<file path="config.mk">
export PLATFORM = sky130hd
export DESIGN_NAME = fft_frame_sequencer
export DESIGN_NICKNAME = d
export VERILOG_FILES = /design/src/rtl/fft_frame_sequencer.sv
export SDC_FILE = /design/constraint.sdc
export NUM_CORES = 1
export LEC_CHECK = 0
export BUFFER_PORTS_ARGS = -buffer_cell sky130_fd_sc_hd__buf_4
export CAP_MARGIN = 20
export CORE_MARGIN = 5
export CORE_UTILIZATION = 42
export CTS_CLUSTER_DIAMETER = 100
export DETAILED_ROUTE_END_ITERATION = 8
export PLACE_DENSITY = 0.75
export SLEW_MARGIN = 5
export SYNTH_ARGS = -nofsm -noshare
export SYNTH_HDL_FRONTEND = slang
export SYNTH_SLANG_ARGS = --single-unit
</file>
<file path="constraint.sdc">
create_clock -name clk -period 2.97 [get_ports clk]
set_clock_uncertainty 0.1 [all_clocks]
set_input_delay 0.4455 -clock clk [delete_from_list [all_inputs] [get_ports clk]]
set_output_delay 0.4455 -clock clk [all_outputs]
set_load 0.005 [all_outputs]
</file>
<file path="src/rtl/fft_frame_sequencer.sv">
// rtl/fft_frame_sequencer.sv - loads a frame into the fft core, starts it, streams the N result bins out
// and clears the core between frames.
module fft_frame_sequencer #(
    parameter int width   = 16,
    parameter int M       = 9,
    parameter int RD_LAT  = 1,
    parameter int TIMEOUT = 65535
) (
    input  logic                 clk,
    input  logic                 reset,
    input  logic                 enable,
    input  logic                 s_valid,
    input  logic [2*width-1:0]   s_data,
    output logic                 s_ready,
    output logic                 m_valid,
    output logic [2*width-1:0]   m_data,
    output logic [M-1:0]         m_index,
    output logic                 m_last,
    input  logic                 m_ready,
    output logic                 fft_load,
    output logic [M-1:0]         fft_adr,
    output logic [2*width-1:0]   fft_rd,
    output logic                 fft_start,
    output logic                 fft_reset,
    input  logic [2*width-1:0]   fft_wd,
    input  logic                 fft_done,
    output logic                 busy,
    output logic                 timeout_err,
    output logic [15:0]          frame_count
);

    localparam int WDW = $clog2(TIMEOUT + 1);
    localparam int WTW = (RD_LAT > 1) ? $clog2(RD_LAT) : 1;
    localparam logic [WDW-1:0] WD_LAST = WDW'(TIMEOUT - 1);
    localparam logic [WTW-1:0] WT_LAST = WTW'(RD_LAT - 1);
    localparam logic [M-1:0]   K_LAST  = {M{1'b1}};

    typedef enum logic [2:0] {
        IDLE,
        LOAD,
        START,
        COMPUTE,
        READ_ADR,
        READ_WAIT,
        READ_OUT,
        CLEAR
    } state_t;

    state_t               state_q, state_d;
    logic [M-1:0]         k_q;
    logic [WDW-1:0]       wdog_q;
    logic [WTW-1:0]       wait_q;
    logic                 m_valid_q;
    logic [2*width-1:0]   m_data_q;
    logic [M-1:0]         m_index_q;
    logic                 m_last_q;
    logic                 fft_load_q;
    logic [M-1:0]         fft_adr_q;
    logic [2*width-1:0]   fft_rd_q;
    logic                 fft_start_q;
    logic                 fft_reset_q;
    logic                 busy_q;
    logic                 timeout_err_q;
    logic [15:0]          frame_count_q;
    logic                 beat;

    assign beat = (state_q == LOAD) && s_valid;

    always_comb begin
        state_d = state_q;
        case (state_q)
            IDLE:      if (enable) state_d = LOAD;
            LOAD:      if (beat && (k_q == K_LAST)) state_d = START;
            START:     state_d = COMPUTE;
            COMPUTE: begin
                if (fft_done) begin
                    state_d = READ_ADR;
                end else if (wdog_q == WD_LAST) begin
                    state_d = CLEAR;
                end
            end
            READ_ADR:  state_d = READ_WAIT;
            READ_WAIT: if (wait_q == WT_LAST) state_d = READ_OUT;
            READ_OUT:  if (m_ready) state_d = m_last_q ? CLEAR : READ_ADR;
            CLEAR:     state_d = enable ? LOAD : IDLE;
            default:   state_d = IDLE;
        endcase
    end

    always_ff @(posedge clk or negedge reset) begin
        if (!reset) begin
            state_q       <= IDLE;
            k_q           <= '0;
            wdog_q        <= '0;
            wait_q        <= '0;
            m_valid_q     <= 1'b0;
            m_data_q      <= '0;
            m_index_q     <= '0;
            m_last_q      <= 1'b0;
            fft_load_q    <= 1'b0;
            fft_adr_q     <= '0;
            fft_rd_q      <= '0;
            fft_start_q   <= 1'b0;
            fft_reset_q   <= 1'b1;
            busy_q        <= 1'b0;
            timeout_err_q <= 1'b0;
            frame_count_q <= '0;
        end else begin
            state_q     <= state_d;
            busy_q      <= (state_d != IDLE);
            fft_load_q  <= 1'b0;
            fft_start_q <= 1'b0;
            fft_reset_q <= 1'b0;
            case (state_q)
                IDLE: k_q <= '0;
                LOAD: begin
                    if (beat) begin
                        fft_load_q <= 1'b1;
                        fft_adr_q  <= k_q;
                        fft_rd_q   <= s_data;
                        k_q        <= k_q + 1'b1;
                    end
                end
                START: begin
                    fft_start_q <= 1'b1;
                    wdog_q      <= '0;
                end
                COMPUTE: begin
                    // Result address is presented on entry to READ_ADR so the RAM latency
                    // is fully covered by the READ_WAIT cycles.
                    if (fft_done) begin
                        k_q       <= '0;
                        fft_adr_q <= '0;
                    end else if (wdog_q == WD_LAST) begin
                        timeout_err_q <= 1'b1;
                        fft_reset_q   <= 1'b1;
                    end else begin
                        wdog_q <= wdog_q + 1'b1;
                    end
                end
                READ_ADR: begin
                    fft_adr_q <= k_q;
                    wait_q    <= '0;
                end
                READ_WAIT: begin
                    if (wait_q == WT_LAST) begin
                        m_data_q  <= fft_wd;
                        m_index_q <= k_q;
                        m_last_q  <= (k_q == K_LAST);
                        m_valid_q <= 1'b1;
                    end else begin
                        wait_q <= wait_q + 1'b1;
                    end
                end
                READ_OUT: begin
                    if (m_ready) begin
                        m_valid_q <= 1'b0;
                        if (m_last_q) begin
                            frame_count_q <= frame_count_q + 16'd1;
                            fft_reset_q   <= 1'b1;
                        end else begin
                            k_q       <= k_q + 1'b1;
                            fft_adr_q <= k_q + 1'b1;
                        end
                    end
                end
                CLEAR: k_q <= '0;
                default: k_q <= '0;
            endcase
        end
    end

    assign s_ready     = (state_q == LOAD);
    assign m_valid     = m_valid_q;
    assign m_data      = m_data_q;
    assign m_index     = m_index_q;
    assign m_last      = m_last_q;
    assign fft_load    = fft_load_q;
    assign fft_adr     = fft_adr_q;
    assign fft_rd      = fft_rd_q;
    assign fft_start   = fft_start_q;
    assign fft_reset   = fft_reset_q;
    assign busy        = busy_q;
    assign timeout_err = timeout_err_q;
    assign frame_count = frame_count_q;

endmodule

</file>
==> results.tsv, run 1 <==
stage	metric	value	unit
drt	DR vias	4719	
sta	Hold Fails Final Rpt	0	
sta	Slew Limit Fails	0	
final_layout	Diodes inserted	0	
sta	minimum clock period	2.37	ns
global_routing	Overall Global Routing Usage	0.181	
setup_path	delay-heaviest family, CP	simple AND/OR/NAND/NOR gates	
pwr	leak pwr	3.81	nW
synth	post-synthesis mux area share	0.149	
drt	number of DRC markers in iteration 0	362	
clock_tree	PostCTS Resize Cnt	0	
clock_tree	# hold bufs at CTS	0	
synth	mean post-synth cell area	12.1	µm²
setup_path	Critical Path RT	3.17	ns
drt	DR pass1 iterations	5	
synth	Syn Nets	566	
setup_path	most used cell along the critical path	and3_1	
synth	Seq/Total Area, Yosys	0.559	
synth	top cell type's share of synthesized area	0.555	
setup_path	CP peak stage delay	0.45	ns
final_layout	most frequent cells in the layout	buf_4 (182), dfrtp_1 (132), mux2_2 (76)	
global_routing	initial antenna violation count	0	
clock_tree	Num CTS Buffers	17	
drt	remaining routing DRC violations	0	
final_layout	most common cell after layout, fill and taps aside	buf_4	
sta	Fmax	0.422	GHz
place	Cell Area, Placed	0.00748	mm²
clock_tree	Post-CTS Setup Repair Bufs	0	
clock_tree	clk sink count	133	
place	global placement routability congestion	0.925	
outcome	status	complete, no violations	
floorplanning	core footprint	0.0139	mm²
pwr	clock network fraction of design power	0.270	
clock_tree	Clock Latency Late Sink	0.41	ns
place	detailed-placement wirelength estimate	10.9	mm
synth	Mapped Area	0.00596	mm²
clock_tree	H-tree levels	4	
final_layout	Layout Utilization	0.580	
sta	RSZ-0062 raised after global routing	no	
drt	DR vias/cell	5.47	
floorplanning	Starting Density	0.429	
synth	post-synthesis xor/xnor area fraction	0.0235	
global_routing	vias in the first global route	4828	
synth	Top FF cell, synth	dfrtp_1	
pwr	Worst VDD drop	0.540	mV
flow_run	number of max-cap violations	0	
synth	Synth Warn #	0	
setup_path	CP endpoint kind	flip-flop	
clock_tree	clock-pin slew on the worst setup and hold paths	0.06	ns
final_layout	layout cell share with drive strength beyond 1	0.437	
synth	Synth Area in Adders	0.0105	
synth	synth unique cells	59	
synth	area leader, netlist	dfrtp_1	
final_layout	Total Nets Final	745	
setup_path	Reg2Reg Setup Slack	0.60	ns
global_routing	largest net degree at the start of global routing	134	
pwr	PD cells	931	mW/mm²
pwr	part of the power in registers	0.387	
setup_path	WP buf/inv	0	
hold_path	Hold WC Path Type	in2async	
synth	Synth Area in Compound Gates	0.0979	
sta	fin crit share	0.797	
global_routing	grt total ovfl	0	
setup_path	Max FO, Critical Path	7	
drt	antenna viol nets, final	0	
setup_path	startpoint type of the worst setup path	flip-flop	
synth	largest family of logic cells by synthesized area	multiplexers	
global_routing	first-pass GRT wire length	24.1	mm
synth	async set-or-reset flop fraction in the synthesized netlist	1.00	
sta	setup violators final	0	
synth	top cells by area, synth	dfrtp_1 (55%), mux2_2 (14%), nand3_1 (1.9%)	
clock_tree	CTS tree	yes	
place	port buffer count	175	
pwr	Comb pwr share	0.343	
floorplanning	Die X	129	µm
synth	Post-synth EDFFs	0	
sta	Worst Max-Slew Pin Slew	0.739	ns
setup_path	Worst EP arrival	2.56	ns
pwr	Pint	5.24	mW
floorplanning	full die area	0.0167	mm²
synth	Syn Inst Count	491	
floorplanning	# IOs	176	
sta	Fin Setup TNS	0	ns
setup_path	slowest CP cell	dfrtp_1	
sta	Slew headroom	0.507	
clock_tree	CTS root buffer	clkbuf_16	
drt	average wire per standard cell	17.3	µm
pwr	P_sw	2.26	mW
synth	Simple-Gate Fraction of Synth Area	0.133	
setup_path	CP cell instances	ha_1, and3_1, and3_1, and3_1, ha_1, a22o_1, mux2_2	
pwr	sw frac	0.302	
drt	final WL	14.9	mm
floorplanning	number of core rows	43	
final_layout	synthesis-to-layout area growth	35.2	%
final_layout	final instance area	0.00806	mm²
floorplanning	die height	129	µm
clock_tree	CTS Buffer Depth	2	
synth	#FFs+latches synth	133	
setup_path	WS Path Type	reg2reg	
[power groups by stage]
| stage | clock, mW | combinational, mW | sequential [mW] |
|---|---|---|---|
| CTS | 2.08 | 2.62 | 2.90 |
| finish | 2.03 | 2.57 | 2.90 |
| detailed placement | 0 | 2.61 | 2.92 |
| floorplan | 0 | 1.36 | 2.82 |
| global placement | 0 | 2.54 | 2.88 |
| global route | 2.18 | 2.81 | 2.99 |
[layer usage]
metal,vias to the layer above,wire length [µm],GRT usage
met1,2343,5900,0.226
met4,0,275,0.0636
met3,26,974,0.0519
met2,169,7780,0.304
met5,-,0,0
li1,2181,-,-
[flip-flops by register name, indices dropped and copies added, names as in the netlist]
register and cells:
m_valid 1, wdog_q 16, fft_load 1, state_q 3, m_data 32, fft_rd 32
k_q 9, m_last 1, frame_count 16, timeout_err 1, busy 1, m_index 9
fft_reset 1, fft_start 1, fft_adr 9
[area by class of cell]
class / instances / area [µm²]
Tap cell: 180 / 225
Inverter: 15 / 56.3
Sequential cell: 133 / 3330
Clock inverter: 8 / 98.8
Timing Repair Buffer: 183 / 1390
Clock buffer: 23 / 478
Fill cell: 1154 / 5830
Multi-Input combinational cell: 320 / 2480
[final timing paths]
kind                                    to  depth (start not counted)       from
max in group asynchronous       fft_rd[27]                          2      reset
worst max-delay path            fft_adr[8]                          7     k_q[0]
min in group clk                 m_data[4]                          2  fft_wd[4]
worst min register to register     m_valid                          2    m_valid
worst max register to register  fft_adr[8]                          7     k_q[0]
worst min-delay path            m_data[18]                          2      reset
[cells in the mapped netlist (all sizes together) (4+ instances only)]
| library cell | number |
|---|---|
| or4 | 7 |
| nor4 | 5 |
| and3 | 5 |
| a21oi | 15 |
| nor3 | 15 |
| o31ai | 7 |
| nand3 | 23 |
| nand2 | 27 |
| ha | 5 |
| and4 | 5 |
| buf | 16 |
| xor2 | 9 |
| a31oi | 9 |
| xnor2 | 7 |
| dfrtp | 132 |
| mux2 | 76 |
| inv | 15 |
| nand4 | 13 |
| or3 | 4 |
| clkbuf | 7 |
| a221o | 4 |
| nor2 | 12 |
| o21ai | 19 |
| a22o | 8 |
[cells by family after synthesis]
logic type / after synthesis
simple gates: 137
mux: 79
xor+xnor: 16
fa+ha+maj: 5
flops: 133
compound gates: 83
buf+inv: 38
[through the flow]
step | hold WS (ns) | instances | power, mW | worst slack [ns]
floorplan | 0.0499 | 491 | 4.18 | 0.706
global placement | 0.357 | 831 | 5.41 | 0.691
detailed placement | 0.364 | 831 | 5.53 | 0.658
CTS | 0.0862 | 862 | 7.59 | 0.644
global route | 0.0258 | 862 | 7.98 | 0.531
finish | 0.00582 | 862 | 7.50 | 0.602
[worst register-to-register path, cell delays in order, from the launching register on]
cell     delay, ns
dfrtp_1       0.45
ha_1          0.28
and3_1        0.24
and3_1        0.23
and3_1        0.19
ha_1          0.29
a22o_1        0.22
mux2_2        0.26
No activity file was read; power rests on OpenSTA's default activity.
==> run 2, diff against run 1 <==
--- a/config.mk
+++ b/config.mk
@@ -5,6 +5,7 @@
 export SDC_FILE = /design/constraint.sdc
 export NUM_CORES = 1
 export LEC_CHECK = 0
+export ABC_AREA = 1
 export BUFFER_PORTS_ARGS = -buffer_cell sky130_fd_sc_hd__buf_4
 export CAP_MARGIN = 20
 export CORE_MARGIN = 5
==> constraint.sdc (replaced) <==
create_clock -name clk -period 2.2 [get_ports clk]
set_clock_uncertainty 0.1 [all_clocks]
set_input_delay 0.33 -clock clk [delete_from_list [all_inputs] [get_ports clk]]
set_output_delay 0.33 -clock clk [all_outputs]
set_load 0.005 [all_outputs]
==> run 2 against run 1 <==
Effect of this change: sequential share of layout area is 0.93 points lower; via count rose by 8.3%; final cell count rose by 23%; fmax up 22%; hold slack improved by 0.016 ns; first-iteration DRC count is 12% lower; critical endpoint is now frame_count[12]; largest power group is now the clock network.
==> results.tsv, run 2 <==
stage	metric	value	unit	change
synth	Post-synth EDFFs	0		unchanged
setup_path	CP endpoint kind	flip-flop		
final_layout	Finished Layout Cells	1064		+23%
floorplanning	Starting Density	0.431		+0.00207
sta	setup violators final	0		unchanged
pwr	PD cells	808	mW/mm²	-13%
clock_tree	# hold bufs at CTS	1		+1
clock_tree	H-tree levels	4		unchanged
final_layout	Diodes inserted	0		unchanged
sta	Worst Max-Slew Pin Slew	0.519	ns	-0.220 ns
sta	RSZ-0062 raised after global routing	no		
final_layout	Sequential Area	0.00333	mm²	unchanged
final_layout	most frequent cells in the layout	nand2_1 (282), buf_4 (181), dfrtp_1 (132)		
synth	Synth Warn #	0		unchanged
synth	Mapped Area	0.00603	mm²	+1.3%
hold_path	Hold WC Path Type	in2reg		
clock_tree	CTS root buffer	clkbuf_16		
clock_tree	clock-pin slew on the worst setup and hold paths	0.05	ns	about the same
place	Cell Area, Placed	0.00760	mm²	+1.7%
clock_tree	clk sink count	133		unchanged
synth	top cells by area, synth	dfrtp_1 (55%), nand2_1 (18%), mux2_2 (6.2%)		
final_layout	final instance area	0.00824	mm²	+2.3%
clock_tree	Post-CTS Setup Repair Bufs	0		unchanged
setup_path	Critical Path RT	2.39	ns	-0.78 ns
clock_tree	CTS tree	yes		
floorplanning	full die area	0.0169	mm²	+1.2%
drt	antenna viol nets, final	0		unchanged
setup_path	delay-heaviest family, CP	simple AND/OR/NAND/NOR gates		
place	Cells after DPL	1033		+24%
floorplanning	die height	130	µm	+0.58%
sta	Slew Limit Fails	0		unchanged
drt	remaining routing DRC violations	0		unchanged
synth	Seq/Total Area, Yosys	0.552		-0.00696
drt	DR pass1 iterations	7		+2
global_routing	initial antenna violation count	0		unchanged
synth	synth unique cells	33		-44%
sta	Slew headroom	0.653		+0.146
final_layout	synthesis-to-layout area growth	36.6	%	
sta	hold slack	0.0214	ns	+0.0156 ns
sta	Fmax	0.517	GHz	+22%
setup_path	Max FO, Critical Path	14		+7
global_routing	grt total ovfl	0		unchanged
sta	fin worst setup slack	0.266	ns	-0.336 ns
floorplanning	# IOs	176		unchanged
sta	Fin Setup TNS	0	ns	unchanged
floorplanning	Die X	130	µm	+0.58%
drt	number of DRC markers in iteration 0	320		-12%
final_layout	Layout Utilization	0.589		+0.00886
drt	final WL	15.3	mm	+2.7%
global_routing	largest net degree at the start of global routing	54		-60%
setup_path	CP cell instances	nand3_2, nor2_2, buf_4, nand2_1, nor2_1, nand2_1, xnor2_1		
synth	top cell type's share of synthesized area	0.548		-0.00690
clock_tree	CTS Buffer Depth	2		unchanged
setup_path	WS Path Type	reg2reg		
setup_path	R2R Path Start	state_q[2]		
floorplanning	core footprint	0.0140	mm²	+0.78%
clock_tree	Clock Latency Late Sink	0.41	ns	about the same
pwr	leak pwr	4.23	nW	+11%
pwr	Worst VDD drop	0.548	mV	+1.5%
synth	Syn Nets	759		+34%
setup_path	startpoint type of the worst setup path	flip-flop		
clock_tree	Num CTS Buffers	17		unchanged
setup_path	WP buf/inv	1		+1
synth	mean post-synth cell area	8.82	µm²	-27%
clock_tree	PostCTS Resize Cnt	0		unchanged
synth	#FFs+latches synth	133		unchanged
setup_path	most used cell along the critical path	nand2_1		
setup_path	Worst EP arrival	2.13	ns	-0.43 ns
hold_path	HP Start	s_data[16]		
final_layout	Total Nets Final	948		+27%
final_layout	multi-input logic area	0.00245	mm²	-1.2%
drt	DR vias/cell	4.80		-12%
synth	async set-or-reset flop fraction in the synthesized netlist	1.00		unchanged
global_routing	vias in the first global route	5111		+5.9%
drt	DR vias	5109		+8.3%
global_routing	Overall Global Routing Usage	0.184		+0.00242
drt	average wire per standard cell	14.4	µm	-17%
place	setup slack at placement	0.304	ns	-0.355 ns
synth	Top FF cell, synth	dfrtp_1		
sta	minimum clock period	1.93	ns	-0.434 ns
sta	fin crit share	0.879		+0.0817
global_routing	first-pass GRT wire length	24.7	mm	+2.6%
floorplanning	number of core rows	43		unchanged
flow_run	number of max-cap violations	0		unchanged
place	detailed-placement wirelength estimate	11.4	mm	+4.5%
place	port buffer count	175		unchanged
sta	Hold Fails Final Rpt	0		unchanged
final_layout	FILL cells	1208		+4.7%
final_layout	most common cell after layout, fill and taps aside	nand2_1		
place	global placement routability congestion	0.883		-4.5%
synth	Post-synth top cells	nand2_1 (283), dfrtp_1 (132), nor2_1 (52)		
pwr	total power draw	6.66	mW	-11%
setup_path	slowest CP cell	dfrtp_1		
synth	most common cell in the synthesized netlist	nand2_1		
outcome	status	complete, no violations		
synth	area leader, netlist	dfrtp_1		
setup_path	CP peak stage delay	0.54	ns	+0.09 ns
setup_path	crit path launch	state_q[2]		
final_layout	layout cell share with drive strength beyond 1	0.308		-0.129
synth	Syn Inst Count	684		+39%
-- run 2: cell count changes in the layout (fill, tap and decap cells not counted), moves of 8 or more --
| cell | before | now |
|---|---|---|
| a21oi_1 | 15 | 1 |
| nand3_1 | 22 | 30 |
| a22o_1 | 8 | 0 |
| nand2_1 | 27 | 282 |
| a31oi_1 | 9 | 0 |
| mux2_2 | 76 | 33 |
| nor2_1 | 12 | 52 |
| inv_1 | 15 | 37 |
-- run 2: tightest hold or removal path, stage by stage --
cell and delay, ns:
buf_4 0.08, nand2_1 0.04, nand2_1 0.05
-- run 2: power by group --
group | leakage, nW | total, mW | internal (mW) | switching, mW
Clock | 0.303 | 3.03 | 2.03 | 1.00
Sequential | 1.68 | 2.77 | 2.64 | 0.132
Combinational | 2.25 | 0.857 | 0.433 | 0.424
-- run 2: worst paths after layout --
check / to / slack, ns / cells past startpoint
worst max register to register: frame_count[12] / 0.27 / 7
min in group asynchronous: fft_adr[1] / 0.29 / 2
worst max-delay path: frame_count[12] / 0.27 / 7
worst min-delay path: fft_rd[16] / 0.02 / 3
worst min register to register: fft_rd[2] / 0.37 / 2
max in group asynchronous: wdog_q[15] / 1.11 / 3
-- run 2: layout make-up --
type / instances / area share
clock buffer: 21 / 0.0547
clock inverter: 9 / 0.0214
inverter: 44 / 0.0203
multi-input combinational: 491 / 0.298
sequential: 133 / 0.404
tap: 180 / 0.0273
timing repair buffer: 186 / 0.175
-- run 2: logic make-up after synthesis --
logic type	count (synthesis)	synth area share
buffers and inverters	60	0.0419
AND/OR/NAND/NOR	398	0.271
AO/OA/AOI/OAI	35	0.0338
adder cells (fa/ha/maj)	5	0.0104
flip-flops	133	0.552
multiplexers	33	0.0616
XOR/XNOR	20	0.0290
-- run 2: layer usage --
| layer | GRT usage | up-vias | wire [µm] |
|---|---|---|---|
| met5 | 0 | - | 0 |
| met4 | 0.0733 | 0 | 390 |
| met3 | 0.0524 | 26 | 962 |
| met2 | 0.308 | 150 | 7540 |
| met1 | 0.225 | 2392 | 6440 |
| li1 | - | 2541 | - |
